File: config.mk
export PLATFORM = sky130hd
export DESIGN_NAME = bg_block_mem_ctrl
export DESIGN_NICKNAME = d
export VERILOG_FILES = /design/src/rtl/bg_block_mem_ctrl.sv
export SDC_FILE = /design/constraint.sdc
export NUM_CORES = 1
export LEC_CHECK = 0
export CAP_MARGIN = 20
export CORE_AREA = 8 8 251 253
export DETAILED_ROUTE_END_ITERATION = 8
export DIE_AREA = 0 0 259 261
export HOLD_SLACK_MARGIN = 0.03
export PLACE_DENSITY_LB_ADDON = 0.12
export SLEW_MARGIN = 10
export SYNTH_ARGS = -nofsm -noshare
export SYNTH_HDL_FRONTEND = slang
export SYNTH_SLANG_ARGS = --single-unit
File: constraint.sdc
create_clock -name clk -period 4.6 [get_ports clk]
set_clock_uncertainty 0.1 [all_clocks]
set_input_delay 0.92 -clock clk [delete_from_list [all_inputs] [get_ports clk]]
set_output_delay 0.92 -clock clk [all_outputs]
set_load 0.005 [all_outputs]
File: src/rtl/bg_block_mem_ctrl.sv
// Memory-side partner of the background-block cache: snapshots an exported block,
// writes its masked pixels back to VRAM beat by beat, then loads and imports the next block.
module bg_block_mem_ctrl #(
  parameter int BEATS = 8
) (
  input  logic         clk,
  input  logic         i_nrst,
  input  logic [1:0]   i_saveBGBlock,
  input  logic [14:0]  i_loadAdr,
  input  logic [14:0]  i_saveAdr,
  input  logic [255:0] i_exportedBGBlock,
  input  logic [15:0]  i_exportedMSKBGBlock,
  input  logic         i_skipLoad,
  output logic         o_busy,
  output logic         o_resetPipelinePixelStateSpike,
  output logic         o_resetPixelMask,
  output logic         o_importBGBlockSingleClock,
  output logic [255:0] o_importedBGBlock,
  output logic         o_memReq,
  output logic         o_memWrite,
  output logic [17:0]  o_memAdr,
  output logic [31:0]  o_memWdata,
  output logic [3:0]   o_memByteEn,
  input  logic         i_memAck,
  input  logic [31:0]  i_memRdata
);

  typedef enum logic [2:0] {IDLE, SNAP, WRITE, READ, IMPORT, DONE} state_t;

  localparam logic [2:0] LAST = 3'(BEATS - 1);

  state_t         state, state_nx;
  logic [2:0]     beat, beat_nx;
  logic           armed;
  logic           accept;
  logic [1:0]     code_q;
  logic [14:0]    save_q, load_q;
  logic [255:0]   blk_q;
  logic [15:0]    msk_q;
  logic [1:0]     pair;
  logic           advance;

  always_ff @(posedge clk or negedge i_nrst) begin
    if (!i_nrst) begin
      state             <= IDLE;
      beat              <= '0;
      armed             <= 1'b1;
      code_q            <= '0;
      save_q            <= '0;
      load_q            <= '0;
      blk_q             <= '0;
      msk_q             <= '0;
      o_importedBGBlock <= '0;
    end else begin
      state <= state_nx;
      beat  <= beat_nx;
      // A held nonzero code is taken once; re-arming needs an intervening 00.
      if (i_saveBGBlock == 2'b00) armed <= 1'b1;
      else if (accept)            armed <= 1'b0;
      if (accept) begin
        code_q <= i_saveBGBlock;
        save_q <= i_saveAdr;
        load_q <= i_loadAdr;
        blk_q  <= i_exportedBGBlock;
        msk_q  <= i_exportedMSKBGBlock;
      end
      if (state == READ && i_memAck)
        o_importedBGBlock[{beat, 5'b0} +: 32] <= i_memRdata;
    end
  end

  always_comb begin
    accept = (state == IDLE) && (i_saveBGBlock != 2'b00) && armed;
    pair   = msk_q[{beat, 1'b0} +: 2];
  end

  always_comb begin
    state_nx                       = state;
    beat_nx                        = beat;
    advance                        = 1'b0;
    o_busy                         = 1'b0;
    o_resetPipelinePixelStateSpike = 1'b0;
    o_resetPixelMask               = 1'b0;
    o_importBGBlockSingleClock     = 1'b0;
    o_memReq                       = 1'b0;
    o_memWrite                     = 1'b0;
    o_memAdr                       = '0;
    o_memWdata                     = '0;
    o_memByteEn                    = '0;
    case (state)
      IDLE: begin
        beat_nx = '0;
        if (accept) state_nx = SNAP;
      end
      SNAP: begin
        o_busy                         = 1'b1;
        o_resetPixelMask               = 1'b1;
        o_resetPipelinePixelStateSpike = 1'b1;
        beat_nx                        = '0;
        if (code_q == 2'b01) state_nx = i_skipLoad ? DONE : READ;
        else                 state_nx = WRITE;
      end
      WRITE: begin
        o_busy = 1'b1;
        // Beats with no written pixel cost one idle cycle and never reach memory.
        if (pair == 2'b00) begin
          advance = 1'b1;
        end else begin
          o_memReq    = 1'b1;
          o_memWrite  = 1'b1;
          o_memAdr    = {save_q, beat};
          o_memWdata  = blk_q[{beat, 5'b0} +: 32];
          o_memByteEn = {pair[1], pair[1], pair[0], pair[0]};
          advance     = i_memAck;
        end
        if (advance) begin
          if (beat == LAST) begin
            beat_nx  = '0;
            state_nx = (code_q == 2'b10 && !i_skipLoad) ? READ : DONE;
          end else begin
            beat_nx = beat + 3'd1;
          end
        end
      end
      READ: begin
        o_busy   = 1'b1;
        o_memReq = 1'b1;
        o_memAdr = {load_q, beat};
        if (i_memAck) begin
          if (beat == LAST) begin
            beat_nx  = '0;
            state_nx = IMPORT;
          end else begin
            beat_nx = beat + 3'd1;
          end
        end
      end
      IMPORT: begin
        o_busy                     = 1'b1;
        o_importBGBlockSingleClock = 1'b1;
        state_nx                   = DONE;
      end
      DONE: begin
        state_nx = IDLE;
      end
      default: state_nx = IDLE;
    endcase
  end

endmodule

### Word level (Yosys, flattened, before mapping)

Cells that the tools add are included.

* register bits: 567
* latch bits: 0
* RAM bits: 0
* bits in read-only memories: 0
* output and inout bits: 316
* logic and storage cells: 72
* memories: 0

* $add $sub $neg: 2
* multiply operators: 0
* div/mod/pow operators: 0
* magnitude comparators: 0
* equal/unequal tests: 12
* shift operators: 4
* multiplexer cells: 30
* bitwise logic cells: 0
* reductions and logical operators: 15

Operators with widths (number)
* bitwise mux 256 bit: 1
* variable shift 32 x 10 -> 256 bit (first input constant): 1
* variable part select 256 x 9 -> 32 bit: 1
* variable part select 32 x 10 -> 256 bit: 1
* two-way mux 32 bit: 2
* one-hot mux 18 bit (2 select lines): 1
* two-way mux 3 bit: 11
* two-way mux 18 bit: 1
* variable part select 16 x 5 -> 2 bit: 1
* one-hot mux 3 bit (5 select lines): 1
* negator 8 -> 10 bit: 1
* two-way mux 1 bit: 9
* one-hot mux 3 bit (3 select lines): 1
* two-way mux 4 bit: 2
* != test 2 bit (second input constant): 4
* == test 3 x 2 -> 1 bit (second input constant): 2
* == test 3 bit (second input constant): 2
* AND reduction 5 bit: 1
* logical AND 1 bit: 4
* logical NOT 2 bit: 2
* nonzero test 2 bit: 2
* OR reduction 4 bit: 1
* adder 3 x 1 -> 3 bit (second input constant): 1
* == test 3 x 1 -> 1 bit (second input constant): 1
* 9 further kinds: 9

### Longest topological paths before layout

Gate-level depths: netlist of the first run.

* depth after elaboration: 6
* mapped depth: 11
* gate-level depth less buffers: 7

### Least setup slack after synthesis of the first run

Ideal clock, no wire load.

* path type: register -> register
* start: register beat[1]
* end: register o_importedBGBlock[8]
* arrival: 3.119 ns
* path slack: 1.254 ns
* stages on the path, launching flop included: 12
* cell sequence: dfrtp_1 -> clkbuf_1 -> clkbuf_1 -> buf_1 -> inv_1 -> ha_1 -> ha_1 -> nand3b_1 -> or4_1 -> clkbuf_1 -> buf_1 -> mux2_1

* cells in the longest elaborated chain, start to end: 3
* elaborated cells between the ends (all ways): 4
* those cells by class: add/sub (1); shift (2); mux (1)

Ends and longest elaborated chain
* from (decl): RTL line 33 `logic [2:0] beat, beat_nx;`
* from (signal assigned): RTL line 56 `beat <= beat_nx;`
* negator 8 -> 10 bit *: RTL line 68 `o_importedBGBlock[{beat, 5'b0} +: 32] <= i_memRdata;`
* variable part select 32 x 10 -> 256 bit / variable shift 32 x 10 -> 256 bit (equally long branches): RTL line 68
* bitwise mux 256 bit *: RTL line 68
* to (signal, indexed assignment): RTL line 68
* to (decl): RTL line 18 `output logic [255:0] o_importedBGBlock,`

Mark *: on every way between the ends. The rest lies on a longest branch, timed or not.
A chain may end at the register's enable or synchronous reset.

### Worst setup path in the final report of the first run

* start: register beat[0]
* end: output o_memWdata[6]

* cells in the longest elaborated chain, start to end: 4
* elaborated cells between the ends (all ways): 5
* those cells by class: shift (2); mux (2); reduce/logical (1)

Ends and longest elaborated chain
* parallel branches: the longest is 2 deep, another holds variable part select 256 x 9 -> 32 bit
* two-way mux 32 bit *: RTL line 106 `if (pair == 2'b00) begin`
* two-way mux 32 bit *: RTL line 90 `case (state)`
* to (decl): RTL line 22 `output logic [31:0] o_memWdata,`

Every way passes the cells marked *.

==> results of run 1 <==
synth_stat cells, drive strengths merged, types with 4 or more instances:
library cell  instances  area [µm²]
buf                  80         420
nand2b                4        25.0
nor2                  8        46.3
mux4                 66        1490
a21oi                42         210
dfrtp               566       14200
and2                  4        25.0
mux2i                 4        40.0
nand3                38         190
o21ai               193         966
clkbuf               81         304
nor3                  4        20.0
mux2                 64         721
ha                    6        75.1
inv                  38         143
a22o                 15         131
nand2              1235        4640
what timing repair did:
item / 4_1_cts / 5_1_grt
endpoints found under the setup margin: 17 / 0
gates resized for setup: 2 / 0
setup buffers: 2 / 0
layer usage:
layer / share of wire / global-route usage / wire, µm / vias up
met5: 0.00085 / 0 / 74 / -
met4: 0.038 / 0.103 / 3330 / 12
met3: 0.077 / 0.0680 / 6770 / 148
met2: 0.50 / 0.430 / 43800 / 698
met1: 0.38 / 0.301 / 33500 / 9851
li1: - / - / - / 9220
flip-flops by register name (all words and copies together) (netlist names):
name and flops:
msk_q 16, beat 3, load_q 15, save_q 15, blk_q 256, state 3, o_importedBGBlock 256, armed 1
code_q 2
cell type report:
class / count / area (µm²)
fillers: 5238 / 25900
flip-flops and latches: 567 / 14200
multi-input cells: 1719 / 8920
repair buffers: 690 / 6960
clock buffers: 86 / 1780
well taps: 782 / 978
clock inverters: 25 / 387
inverters: 39 / 146
diodes: 20 / 50.0
cell families after synthesis:
group / after synthesis / share of synthesized area
and+or+nand+nor: 1308 / 0.212
muxes: 134 / 0.0940
buffers and inverters: 200 / 0.0364
adders and majority gates: 6 / 0.00314
xor gates and xnor gates: 1 / 0.000366
DFF: 567 / 0.593
AOI/OAI and AO/OA: 269 / 0.0612
where the power goes:
part	total (mW)	leakage, nW	internal [mW]	switching, mW
Sequential	7.48	7.25	6.54	0.936
Clock	5.25	1.07	3.23	2.02
Combinational	7.16	7.13	3.30	3.86
Total	19.9	15.4	13.1	6.82
worst paths after layout:
check	slack [ns]	endpoint	start	cells after the start
setup / recovery	0.11	o_memWdata[6]	beat[0]$_DFFE_PN0P_	6
hold / removal	0.24	o_importedBGBlock[95]$_DFFE_PN0P_	i_nrst	1
setup reg to reg	1.25	o_importedBGBlock[8]$_DFFE_PN0P_	beat[0]$_DFFE_PN0P_	6
hold reg to reg	0.37	blk_q[194]$_DFFE_PN0P_	blk_q[194]$_DFFE_PN0P_	2
max in group asynchronous	2.97	blk_q[52]$_DFFE_PN0P_	i_nrst	2
min in group clk	0.37	blk_q[194]$_DFFE_PN0P_	blk_q[194]$_DFFE_PN0P_	2
worst max-delay path, delay by kind of cell (launching register included):
kind            cells  cell delay (ns)
compound gates      2             0.25
buf+inv             1             0.58
flops               1             0.58
mux                 1             0.56
simple gates        2             0.88
==> run summary, run 1 <==
Vias = 19900
PD cells = 595 nW/µm²
Worst endpoint required time = 3.58 ns
Crit-path max cell delay = 0.58 ns
Clock root buffer = clkbuf_16
H-tree Lvls = 2
Fin crit period = 4.49 ns
#FFs+latches synth = 567
DRC Markers = 0
Max cap viols = 0
CP arrival = 3.47 ns
Dpl ws = 0.319 ns
Setup TNS = 0 ns
Site Rows = 90
Yosys warns = 0
Placed Cells = 3794
Clock transition at path regs = 0.06 ns
Worst-path fanout max = 18
Critical path endpoint category = primary output
CP max stage cell = dfrtp_4
Hold crit path type = primary input to asynchronous set/reset pin
Final wirelength = 87500 µm
Status = finished, final reports clean
Initial DRC count = 1360
HPWL after DPL = 63500 µm
Worst vdd ir = 0.360 mV
Core Util, Final = 0.563
P&R area growth vs syn = 39.7%
Worst-margin pin slew = 1.10 ns
Async set-reset flop share out of synthesis = 1.00
Most frequent cells in the layout = nand2_1, clkdlybuf4s50_1, dfrtp_1
Final cell count without fillers = 3928
DIE AREA = 67600 µm²
Vias in the first global route = 20600
CTS max path bufs = 3
Mean Syn Cell Area = 9.62 µm²
DIE WIDTH = 259 µm
Crit share post-route = 0.977
Total Power = 19.9 mW
First-pass GRT wire length = 129000 µm
Commonest non-fill, non-tap cell in the layout = nand2_1
Port Buffers = 655
Relative slew slack = 0.264
Final hold vios = 0
Post-DP Area = 31200 µm²
Crit Path Class = register to primary output
Critical path launch point type = register
Post-synthesis sequential area ratio = 0.593
Final ANT Viol Nets = 0
GP Congestion = 0.867
Initial antenna violation count = 26
Critical path cell sequence = mux4_2, a2bb2oi_1, and2_2, nor2_4, a21oi_1, clkdlybuf4s50_1
Syn_nets = 2831
Wire per inst = 22.3 µm
Setup-failing EPs final = 0
Post-Synthesis Cells = 2485
Leak = 15.4 nW
CTS buffer count = 59
Fin worst setup slack = 0.106 ns
# IOs = 656
Grt ovf = 0
Pin count of the biggest net entering global routing = 152
Fin area = 33400 µm²
Initial cell density of the core = 0.403
NumNets Final = 3422
Clock sinks = 567
Unrepaired setup endpoints after global routing = no
Vias per Instance = 5.07
Highest Clock Rate = 0.223 GHz
GRT Resource Usage Total = 0.252
Chip height = 261 µm
Worst Hold Slack = 0.242 ns
CTS tree = done
Ys flop type = dfrtp_1
Share of layout cells above drive strength 1 = 0.0931
Slew Limit Fails = 0
EDFF count, synth = 0
Synth Cell Area = 23900 µm²
Yosys cell types = 47
Hold-fix buffers, CTS = 0
Drt pass-1 iters = 5
Core area = 59300 µm²
Clock Latency Late Sink = 0.61 ns
Note: power is estimated with default switching activity, not from simulation.
==> run 2, diff against run 1 <==
--- a/config.mk
+++ b/config.mk
@@ -5,10 +5,11 @@
 export SDC_FILE = /design/constraint.sdc
 export NUM_CORES = 1
 export LEC_CHECK = 0
+export ABC_AREA = 1
 export CAP_MARGIN = 20
-export CORE_AREA = 8 8 251 253
+export CORE_AREA = 8 8 246 248
 export DETAILED_ROUTE_END_ITERATION = 8
-export DIE_AREA = 0 0 259 261
+export DIE_AREA = 0 0 254 256
 export HOLD_SLACK_MARGIN = 0.03
 export PLACE_DENSITY_LB_ADDON = 0.12
 export SLEW_MARGIN = 10
==> run summary, run 2 <==
Worst-margin pin slew = 1.01 ns
Buffers plus inverters on the worst setup path = 2
Net load switching power = 6.45 mW
Setup-failing EPs final = 0
Post-synthesis sequential area ratio = 0.582
Hold-fix buffers, CTS = 0
Top delay family on crit path = simple AND/OR/NAND/NOR gates
PD cells = 562 nW/µm²
NumNets Final = 3548
Worst setup path start = beat[0]$_DFFE_PN0P_
Max cap viols = 0
Syn_nets = 2968
Area leader, netlist = dfrtp_1
Final hold vios = 0
Crit share post-route = 0.974
Commonest cells in the netlist = nand2_1, dfrtp_1, o21ai_0, inv_1, a21oi_1
Clock sinks = 567
Unrepaired setup endpoints after global routing = no
Vias per Instance = 5.19
GRT Resource Usage Total = 0.267
HPWL after DPL = 66500 µm
Logic pwr share = 0.340
Share of total power in the clock network = 0.284
Register area = 14200 µm²
Core area = 56800 µm²
Initial DRC count = 1437
Worst-path fanout max = 182
Wire per inst = 22.1 µm
Yosys warns = 0
Clock transition at path regs = 0.06 ns
Top Registers = blk_q x256, o_importedBGBlock x256, msk_q x16
Top-area cell type share of the netlist area = 0.581
Critical path's most frequent cell = nand2_1
Final ANT Viol Nets = 0
Initial antenna violation count = 18
Crit Path Class = register to primary output
Status = finished, final reports clean
EDFF count, synth = 0
P_int = 12.5 mW
CTS max path bufs = 3
Highest Clock Rate = 0.223 GHz
First-pass GRT wire length = 133000 µm
Initial cell density of the core = 0.429
DIE WIDTH = 254 µm
Critical path launch point type = register
Yosys cell types = 29
#FFs+latches synth = 567
CP arrival = 3.46 ns
Relative slew slack = 0.325
Hold crit path type = primary input to asynchronous set/reset pin
Final cell count without fillers = 4031
Worst endpoint required time = 3.58 ns
Leak = 14.7 nW
Synth Cell Area = 24400 µm²
H-tree Lvls = 2
Placed Cells = 3904
Mean Syn Cell Area = 9.29 µm²
P&R area growth vs syn = 38.6%
Commonest non-fill, non-tap cell in the layout = clkdlybuf4s50_1
Most frequent cell after synthesis = nand2_1
DRC Markers = 0
Async set-reset flop share out of synthesis = 1.00
Drt pass-1 iters = 7
Vias = 20900
Clock root buffer = clkbuf_16
Final wirelength = 89100 µm
Setup TNS = 0 ns
R2r startpoint = beat[1]$_DFFE_PN0P_
Clock Latency Late Sink = 0.61 ns
Site Rows = 88
Total Power = 19.0 mW
Critical path cell sequence = buf_12, nor2_1, a21oi_1, o21ai_0, nand2_1, nand2_1, nor2_2, clkdlybuf4s50_1
Port Buffers = 655
Fin crit period = 4.48 ns
CTS buffer count = 60
Share of layout cells above drive strength 1 = 0.0978
CP max stage cell = dfrtp_4
Grt ovf = 0
Ys flop type = dfrtp_1
Most frequent cells in the layout = clkdlybuf4s50_1, nand2_1, dfrtp_1
CTS tree = done
# IOs = 656
Post-Synthesis Cells = 2622
Synth top area cells = dfrtp_1, o21ai_0, nand2_1, mux2_2, inv_1
Critical path endpoint category = primary output
FILL cells = 4983
GP Congestion = 0.952
Chip height = 256 µm
Crit-path max cell delay = 0.54 ns
Vias in the first global route = 21200
Pin count of the biggest net entering global routing = 183
Sequential share of power = 0.377
Switching Share = 0.340
Worst vdd ir = 0.571 mV
Slew Limit Fails = 0
DIE AREA = 65000 µm²
Multi-input logic area = 8450 µm²
-- run 2: cell count changes in the layout (fill, tap and decap cells not counted), sizes merged, moves of 64 or more --
cell,delta
a21oi,+87
inv,+199
mux2,+64
mux4,-66
nand2,-600
nor2,+105
o21ai,+343
-- run 2: power groups by stage --
stage / registers (mW) / clock network, mW / logic [mW]
3_5_place_dp: 7.22 / 0 / 6.46
5_1_grt: 7.30 / 5.69 / 7.13
4_1_cts: 7.15 / 5.48 / 6.49
3_3_place_gp: 7.18 / 0 / 6.34
2_1_floorplan: 7.02 / 0 / 4.07
6_report: 7.15 / 5.38 / 6.44
-- run 2: layout make-up --
type | instances | area share
antenna | 15 | 0.00111
tap | 765 | 0.0283
clock buffer | 84 | 0.0516
clock inverter | 27 | 0.0142
sequential | 567 | 0.420
timing repair buffer | 691 | 0.208
multi-input combinational | 1646 | 0.250
inverter | 236 | 0.0265
-- run 2: path summary, 6_finish.rpt --
check	slack (ns)	cells after the start	endpoint
max	0.12	8	o_memWdata[24]
min	0.25	1	o_importedBGBlock[136]$_DFFE_PN0P_
max reg2reg	1.15	10	o_importedBGBlock[247]$_DFFE_PN0P_
min reg2reg	0.38	2	o_importedBGBlock[110]$_DFFE_PN0P_
max in group asynchronous	2.95	3	o_importedBGBlock[189]$_DFFE_PN0P_
min in group clk	0.38	2	o_importedBGBlock[110]$_DFFE_PN0P_
-- run 2: timing repair --
action	in CTS	in global routing
setup buffers	0	0
gates resized for setup	0	2
endpoints found under the setup margin	0	5
-- run 2: metrics by stage --
step	util	area, µm²	setup WS [ns]	hold slack [ns]
after floorplan	-	24400	2.05	0.365
after global placement	0.554	31500	0.852	0.365
after detailed placement	0.554	31500	0.798	0.370
after CTS	0.593	33700	0.123	0.313
after global routing	0.594	33800	0.151	0.313
final	0.594	33800	0.118	0.254
-- run 2: cell families (layout without fill, tap and decap cells) --
| logic type | count (synthesis) | after routing | share of synthesized area |
|---|---|---|---|
| fa+ha+maj | 6 | 6 | 0.00308 |
| flops | 567 | 567 | 0.582 |
| other cells | 0 | 15 | 0 |
| buf+inv | 409 | 1038 | 0.0714 |
| mux | 128 | 128 | 0.0592 |
| simple gates | 804 | 804 | 0.135 |
| compound gates | 708 | 708 | 0.149 |
-- run 2: metal layers --
| layer | up-vias | wire length (µm) | global-route usage |
|---|---|---|---|
| met3 | 177 | 7030 | 0.0628 |
| li1 | 9718 | - | - |
| met1 | 10200 | 34500 | 0.325 |
| met5 | - | 58 | 0 |
| met4 | 8 | 3790 | 0.109 |
| met2 | 789 | 43700 | 0.451 |
==> run 3, diff against run 2 <==
--- a/config.mk
+++ b/config.mk
@@ -7,9 +7,9 @@
 export LEC_CHECK = 0
 export ABC_AREA = 1
 export CAP_MARGIN = 20
-export CORE_AREA = 8 8 246 248
+export CORE_AREA = 2 2 254 256
 export DETAILED_ROUTE_END_ITERATION = 8
-export DIE_AREA = 0 0 254 256
+export DIE_AREA = 0 0 256 258
 export HOLD_SLACK_MARGIN = 0.03
 export PLACE_DENSITY_LB_ADDON = 0.12
 export SLEW_MARGIN = 10
==> run summary, run 3 (synthesized netlist as in run 2, its figures left out) <==
Status = finished, final reports clean
Final wirelength = 86100 µm
DIE AREA = 66000 µm²
Commonest non-fill, non-tap cell in the layout = clkdlybuf4s50_1
Post-CTS Setup Repair Bufs = 0
R2r startpoint = beat[0]$_DFFE_PN0P_
GP Congestion = 0.911
Clock root buffer = clkbuf_16
Setup-failing EPs final = 0
# IOs = 656
CTS buffer count = 61
Fin crit period = 4.47 ns
Most frequent cells in the layout = clkdlybuf4s50_1, nand2_1, dfrtp_1
Highest Clock Rate = 0.224 GHz
Worst-path fanout max = 157
Site Rows = 93
Register area = 14200 µm²
HPWL after DPL = 62800 µm
Wire per inst = 20.9 µm
Final hold vios = 0
Placed Cells = 3988
Dpl ws = 0.642 ns
Post-CTS sizing = 1
Worst-margin pin slew = 0.979 ns
Crit share post-route = 0.972
FILL cells = 5830
FF-to-FF path depth = 9
Core Util, Final = 0.528
Share of layout cells above drive strength 1 = 0.0946
Relative slew slack = 0.347
PD cells = 552 nW/µm²
Initial antenna violation count = 34
Worst Hold Slack = 0.212 ns
Fin worst setup slack = 0.130 ns
Chip height = 258 µm
Top Registers = blk_q x256, o_importedBGBlock x256, msk_q x16
Multi-input logic area = 8450 µm²
Crit Path Class = register to primary output
Critical path launch point type = register
Grt ovf = 0
GRT Resource Usage Total = 0.257
NumNets Final = 3543
Vias in the first global route = 20900
CTS max path bufs = 3
Slew Limit Fails = 0
DIE WIDTH = 256 µm
CP arrival = 3.45 ns
Critical path endpoint category = primary output
Hold-fix buffers, CTS = 0
Core area = 63600 µm²
Vias per Instance = 5.02
Port Buffers = 655
Vias = 20700
H-tree Lvls = 2
Hold crit path type = primary input to asynchronous set/reset pin
Setup TNS = 0 ns
Pin count of the biggest net entering global routing = 158
Initial cell density of the core = 0.383
Clock Latency Late Sink = 0.62 ns
Worst vdd ir = 0.310 mV
Worst endpoint required time = 3.58 ns
Final cell count without fillers = 4118
Initial DRC count = 1562
Reg2reg end = o_importedBGBlock[114]$_DFFE_PN0P_
Leak = 14.6 nW
Reg2reg setup slack = 1.41 ns
Drt pass-1 iters = 5
First-pass GRT wire length = 130000 µm
Max cap viols = 0
P&R area growth vs syn = 38.0%
DRC Markers = 0
Final ANT Viol Nets = 0
CTS tree = done
Clock sinks = 567
Clock transition at path regs = 0.07 ns
Unrepaired setup endpoints after global routing = no
## run 3: cell types whose count changed in the layout (fill, tap and decap cells not counted), sizes merged
cell    change
buf         -6
bufinv      -9
clkbuf      +8
clkinv      +5
diode       +2
inv         -3
## run 3: worst max path at each step
stage | start | endpoint | slack (ns) | depth (start not counted)
after floorplan | beat[1]$_DFFE_PN0P_ | o_memWdata[24] | 2.05 | 10
after global placement | beat[1]$_DFFE_PN0P_ | o_memWdata[13] | 0.63 | 9
after detailed placement | beat[1]$_DFFE_PN0P_ | o_memWdata[13] | 0.64 | 9
after CTS | beat[1]$_DFFE_PN0P_ | o_memWdata[13] | 0.13 | 9
after global routing | beat[0]$_DFFE_PN0P_ | o_memWdata[13] | 0.03 | 8
final | beat[0]$_DFFE_PN0P_ | o_memWdata[13] | 0.13 | 8
## run 3: layout make-up
class / count / area share
diodes: 17 / 0.00127
flip-flops and latches: 567 / 0.422
clock inverters: 20 / 0.00644
clock buffers: 92 / 0.0534
inverters: 236 / 0.0265
repair buffers: 685 / 0.207
multi-input cells: 1646 / 0.251
well taps: 855 / 0.0318
## run 3: report_power, final
group | internal [mW] | switching (mW) | leakage (nW)
Combinational | 2.65 | 3.81 | 6.27
Clock | 2.90 | 2.05 | 0.992
Sequential | 6.51 | 0.640 | 7.29
## run 3: worst max-delay path, stage by stage, from the launching register on
cell and delay (ns):
dfrtp_4 0.57, buf_12 0.49, a21oi_1 0.12, o21ai_0 0.17, o21ai_0 0.38, nand2_1 0.22, nand2_1 0.11, nor2_2 0.12
clkdlybuf4s50_1 0.51
## run 3: metrics by stage
stage	power (mW)	area, µm²
2_1_floorplan	11.1	24400
4_1_cts	18.7	33600
6_report	18.6	33600
5_1_grt	19.7	33600
3_3_place_gp	13.6	31600
3_5_place_dp	13.8	31600
## run 3: routing by layer
| metal | GRT usage | routed length [µm] | vias up |
|---|---|---|---|
| li1 | - | - | 9750 |
| met1 | 0.307 | 33500 | 10000 |
| met2 | 0.442 | 43100 | 679 |
| met3 | 0.0635 | 5870 | 181 |
| met4 | 0.111 | 3470 | 32 |
| met5 | 0 | 212 | - |
